<file path="src/rtl/divide_if.sv">
// Bus bundle for the divide block.
// Handshake: the master raises start (with A and B valid) as a level request;
// the divider accepts on a rising edge while idle. ok (or err) is a registered
// level that rises when Q and R are valid and stays set until the next accept.
// A held-high start is never taken as a second request: start must drop
// before a new operation can be accepted.
interface divide_if #(
    parameter int WIDTH = 8
);
    logic             start;
    logic [WIDTH-1:0] A;
    logic [WIDTH-1:0] B;
    logic [WIDTH-1:0] Q;
    logic [WIDTH-1:0] R;
    logic             ok;
    logic             err;

    modport master (output start, A, B, input Q, R, ok, err);
    modport slave  (input start, A, B, output Q, R, ok, err);
endinterface

</file>
<file path="src/rtl/divide.sv">
// Unsigned restoring shift-subtract divider, one quotient bit per cycle.
// Optional feature macro: DIVIDE_ZERO_CHECK_EN -- when defined, a zero
// divisor bypasses the iteration loop and reports err instead of ok.
// Result latency: ok rises WIDTH+1 edges after the accepting edge.
module divide #(
    parameter int WIDTH = 8
) (
    input  logic       clk,
    input  logic       reset,
    divide_if.slave    bus,
    output logic [1:0] dbg_state
);
    localparam logic [1:0] IDLE = 2'd0;
    localparam logic [1:0] BUSY = 2'd1;
    localparam logic [1:0] DONE = 2'd2;
    localparam int CW = $clog2(WIDTH + 1);

    logic [1:0]       state;
    logic [WIDTH-1:0] b_reg;
    logic [WIDTH-1:0] quo;    // dividend shifts out MSB first, quotient shifts in
    logic [WIDTH:0]   rem;    // one extra bit so the trial compare never overflows
    logic [CW-1:0]    cnt;
    logic [WIDTH:0]   trial;
    logic             fits;

    assign dbg_state = state;

    // Trial step: shift the next dividend bit into the partial remainder.
    always_comb begin
        trial = {rem[WIDTH-1:0], quo[WIDTH-1]};
        fits  = (trial >= {1'b0, b_reg});
    end

    // Control FSM and datapath; Q and R only move on entry to DONE.
    always_ff @(posedge clk) begin
        if (!reset) begin
            state   <= IDLE;
            b_reg   <= '0;
            quo     <= '0;
            rem     <= '0;
            cnt     <= '0;
            bus.Q   <= '0;
            bus.R   <= '0;
            bus.ok  <= 1'b0;
            bus.err <= 1'b0;
        end else begin
            case (state)
                IDLE: begin
                    if (bus.start) begin
                        b_reg   <= bus.B;
                        quo     <= bus.A;
                        rem     <= '0;
                        cnt     <= '0;
                        bus.ok  <= 1'b0;
                        bus.err <= 1'b0;
`ifdef DIVIDE_ZERO_CHECK_EN
                        if (bus.B == '0) begin
                            bus.err <= 1'b1;
                            bus.Q   <= '1;
                            bus.R   <= bus.A;
                            state   <= DONE;
                        end else begin
                            state   <= BUSY;
                        end
`else
                        state   <= BUSY;
`endif
                    end
                end
                BUSY: begin
                    if (cnt == CW'(WIDTH)) begin
                        bus.Q  <= quo;
                        bus.R  <= rem[WIDTH-1:0];
                        bus.ok <= 1'b1;
                        state  <= DONE;
                    end else begin
                        rem <= fits ? (trial - {1'b0, b_reg}) : trial;
                        quo <= {quo[WIDTH-2:0], fits};
                        cnt <= cnt + 1'b1;
                    end
                end
                DONE: begin
                    if (!bus.start) begin
                        state <= IDLE;
                    end
                end
                default: state <= IDLE;
            endcase
        end
    end
endmodule

</file>
<file path="src/flat_wrapper.sv">
// flat-port wrapper written by rule: the top's interface ports become plain ports
module divide_flat 
#(
    parameter int WIDTH = 8
)
  (clk, reset, dbg_state, bus_start, bus_A, bus_B, bus_Q, bus_R, bus_ok, bus_err);
  divide_if #(.WIDTH(WIDTH)) bus_i ();
  input  logic clk;
  input  logic reset;
  output logic [1:0] dbg_state;
  input wire logic [$bits(bus_i.start)-1:0] bus_start;
  input wire logic [$bits(bus_i.A)-1:0] bus_A;
  input wire logic [$bits(bus_i.B)-1:0] bus_B;
  output wire logic [$bits(bus_i.Q)-1:0] bus_Q;
  output wire logic [$bits(bus_i.R)-1:0] bus_R;
  output wire logic [$bits(bus_i.ok)-1:0] bus_ok;
  output wire logic [$bits(bus_i.err)-1:0] bus_err;
  assign bus_i.start = bus_start;
  assign bus_i.A = bus_A;
  assign bus_i.B = bus_B;
  assign bus_Q = bus_i.Q;
  assign bus_R = bus_i.R;
  assign bus_ok = bus_i.ok;
  assign bus_err = bus_i.err;
  divide #(.WIDTH(WIDTH)) u_core (.clk(clk), .reset(reset), .bus(bus_i), .dbg_state(dbg_state));
endmodule
</file>
<file path="config.mk">
export PLATFORM = sky130hd
export DESIGN_NAME = divide_flat
export DESIGN_NICKNAME = d
export VERILOG_FILES = /design/src/rtl/divide_if.sv /design/src/rtl/divide.sv /design/src/flat_wrapper.sv
export SDC_FILE = /design/constraint.sdc
export NUM_CORES = 1
export LEC_CHECK = 0
export CAP_MARGIN = 20
export CORE_MARGIN = 3
export CORE_UTILIZATION = 45
export DETAILED_ROUTE_END_ITERATION = 12
export HOLD_SLACK_MARGIN = 0.02
export PLACE_DENSITY = 0.7
export SLEW_MARGIN = 20
export SYNTH_ARGS = -nofsm -noshare
export SYNTH_HDL_FRONTEND = slang
export SYNTH_SLANG_ARGS = --single-unit
</file>
<file path="constraint.sdc">
create_clock -name clk -period 5.3 [get_ports clk]
set_input_delay 1.59 -clock clk [delete_from_list [all_inputs] [get_ports clk]]
set_output_delay 1.59 -clock clk [all_outputs]
set_load 0.01 [all_outputs]
</file>
==> results.txt <==
For the worst setup path, the data required time is 5.54 ns. The top cell type by area accounts for 41.1% of the synthesized area. The number of cells upsized or downsized after cts was 0; the mux share of post-synthesis cell area was 3.50%. Summing the areas of all compound-gate instances in the mapped netlist gives 23.2% of the synthesized area. At the end of routability-driven placement, the weighted congestion stood at 0.860. Leaving out fill and tap cells, the most frequent cells in the layout are sky130_fd_sc_hd__nand2_1 (66), sky130_fd_sc_hd__dfxtp_1 (47), sky130_fd_sc_hd__clkdlybuf4s50_1 (37). Once detailed placement completed, the half-perimeter wirelength came to 3490 um. The hold buffer count at CTS was 0; the clock insertion delay at the later pin of the skew report was 0.30 ns.

The die width is 77.3 um, and the post-route cell area is 2840 um^2. Setup violations remaining at the end of the flow were counted as 0. The run gives 0 as the hold violation count in the final report. Row generation in the floorplan step produced 25 rows. In the post-route analysis, the smallest setup slack over all paths is 2.20 ns. A synthesized cell averages 8.53 um^2. The library cell used most frequently in the layout, excluding fill and tap cells, is sky130_fd_sc_hd__nand2_1. The synthesized design contains 47 register bits.

In this run, distinct cell masters in the synthesized netlist total 41. The final setup skew is 0.00637 ns, and the number of H-tree levels is 2. The cell chosen for the clock root is sky130_fd_sc_hd__clkbuf_8. The first global-routing pass estimated 8220 um of wire. The worst endpoint data arrival time came out at 3.34 ns. The critical path start-end classification is input port to register. IR analysis of the VDD net gives a maximum drop of 0.160 mV.

The number of buffers added on ports is 37. The flow ran to the end, and the final reports show no timing, DRC or antenna violations. The smallest clock period supported by the final layout is computed as 3.10 ns. Aggregate routed wire length: 4880 um.

The tools report the pin count of the biggest net entering global routing as 43. In the global route stage, overall resource usage came out at 17.0%. The number of antenna violations at the first check in global routing is 0. Setup repair after global routing left no endpoint under its margin. Cells fill 58.9% of the core in the end.

The core region area was 4820 um^2. The tools report the number of primary I/O pins as 39. Max-cap violations in this run came to 0. Summing the sequential cell areas from Yosys gives 41.1% of the chip area. Among all flip-flop cells after synthesis, the most frequent one is sky130_fd_sc_hd__dfxtp_1. The synthesized netlist devotes 19.9% of its cell area to simple gates. By area, the combinational part of the netlist is dominated by compound AO/OA/AOI/OAI gates. The min-delay analysis places its worst path in the category register to register.

The count of flip-flops with a built-in enable after synthesis came out at 0. For this design the static power due to leakage is 1.05 nW. The logs give 1908 for the vias after detailed routing and 47.5% for the initial core utilization. For this run, the number of Yosys warnings is 0.

Ranked by total cell area, the synthesized netlist is headed by sky130_fd_sc_hd__dfxtp_1 (41%), sky130_fd_sc_hd__nand2_1 (11%), sky130_fd_sc_hd__a21boi_0 (10%), sky130_fd_sc_hd__ha_1 (5.5%), sky130_fd_sc_hd__mux2i_1 (3.5%). The tools report the final-layout setup total negative slack as 0 ns. The first-pass iteration count of the detailed router was 4. The floorplan die area came out at 5970 um^2. 0 antenna diodes ended up in the layout. The number of pins exceeding their max-slew limit in the final report is 0. The run gives 43.3% as the relative max-transition margin.

The highest clock rate was 322 MHz; the netlist area before placement was 2290 um^2. STA classifies the critical path startpoint as an input port. The clock net in this run drives a total of 47 sinks.

Relative to the synthesized area, the layout overhead comes to 24.1%. The iteration-0 DRC count of the detailed router came out at 56. Of all cell types, the one taking the most synthesized area is sky130_fd_sc_hd__dfxtp_1. The clock-pin slew of the registers on the worst-case setup and hold paths came out at 0.09 ns. The global-route congestion overflow total is 0. Synthesis produced a netlist with a net count of 298. Of the cells placed in the final design, the portion with a size suffix greater than 1 is 5.88%. Dividing total power by cell area gives a power density of 317 nW/um^2. Synthesis produced 268 cells.

Summing all placed instances gives a cell area of 2730 um^2. The number of CTS-inserted buffers was 5. The worst slack at placement was 1.91 ns; the overall power after layout was 0.901 mW.

The per-cell routed wire length was 13.1 um. At the pin with the least slew margin, the transition time is 0.844 ns. The tools report the category of the worst setup path capture point as a register. The peak fanout along the critical path was 10; the xor/xnor share of the synthesized area was 1.91%. For this run, the post-layout net count is 335.

The buffers inserted during post-CTS setup optimization was 0; the vias per cell was 5.12. In the finished design, the share of the clock period the worst path needs comes to 58.5%. The detail route stage leaves a number of antenna-violating nets equal to 0. TritonCTS built the clock tree. For this run, asynchronously set or reset flops after synthesis account for 0%. Maximum clock insertion buffer count: 2.

The number of global-route vias before repair is 1770. In the routed design, unresolved DRC markers number 0. The adder and majority gate portion of the synthesized area was 6.35%; the die outline height was 77.3 um.
where the power goes:
group | leakage, nW | internal, mW | switching, mW
sequential | 0.382 | 0.371 | 0.0187
combinational | 0.610 | 0.118 | 0.129
clock | 0.0581 | 0.140 | 0.123
critical path, cell delays in order:
cell and delay, ns:
sky130_fd_sc_hd__clkdlybuf4s50_1 0.43, sky130_fd_sc_hd__or3b_1 0.41, sky130_fd_sc_hd__nand2_1 0.15, sky130_fd_sc_hd__nor2_1 0.40
sky130_fd_sc_hd__o2bb2a_1 0.28, sky130_fd_sc_hd__o21ai_1 0.07
synth_stat cells (5+ instances only):
cell	count
sky130_fd_sc_hd__o21ai_1	5
sky130_fd_sc_hd__nand3_1	5
sky130_fd_sc_hd__nor2b_1	6
sky130_fd_sc_hd__inv_1	11
sky130_fd_sc_hd__dfxtp_1	47
sky130_fd_sc_hd__o21ai_0	5
sky130_fd_sc_hd__a22oi_1	8
sky130_fd_sc_hd__clkbuf_1	10
sky130_fd_sc_hd__nor2_1	12
sky130_fd_sc_hd__mux2i_1	8
sky130_fd_sc_hd__a21boi_0	31
sky130_fd_sc_hd__nand2_1	66
sky130_fd_sc_hd__ha_1	10
path summary, 6_finish.rpt:
path | from | slack, ns | cells after the start | to
max | bus_start | 2.20 | 6 | u_core.rem[5]
min | u_core.bus.ok | 0.46 | 2 | u_core.bus.ok
max reg2reg | u_core.b_reg[1] | 3.04 | 8 | u_core.rem[0]
min reg2reg | u_core.bus.ok | 0.46 | 2 | u_core.bus.ok
stage by stage:
stage               hold WS, ns  instances
floorplan                 0.443        268
global placement          0.446        365
detailed placement        0.451        365
CTS                       0.464        373
global route              0.484        373
finish                    0.462        373
layout make-up:
type / instances / area (um^2)
repair buffers: 41 / 400
clock buffers: 5 / 68.8
well taps: 67 / 83.8
inverters: 11 / 41.3
flip-flops and latches: 47 / 941
clock inverters: 3 / 43.8
multi-input cells: 199 / 1260
fillers: 467 / 1980
routing by layer:
metal	wire (um)	part of all wire, %	global-route usage (%)
met5	0	0	0
met4	80	1.6	6.58
met3	188	3.9	3.87
met2	2240	46	27.4
met1	2380	49	22.0
logic make-up (layout without fill, tap and decap cells):
| logic type | after synthesis | after routing |
|---|---|---|
| AOI/OAI and AO/OA | 70 | 70 |
| xor gates and xnor gates | 5 | 5 |
| adders and majority gates | 11 | 11 |
| buffers and inverters | 22 | 60 |
| DFF | 47 | 47 |
| muxes | 8 | 8 |
| other | 1 | 1 |
| and+or+nand+nor | 104 | 104 |
No activity file was read; power rests on OpenSTA's default activity.
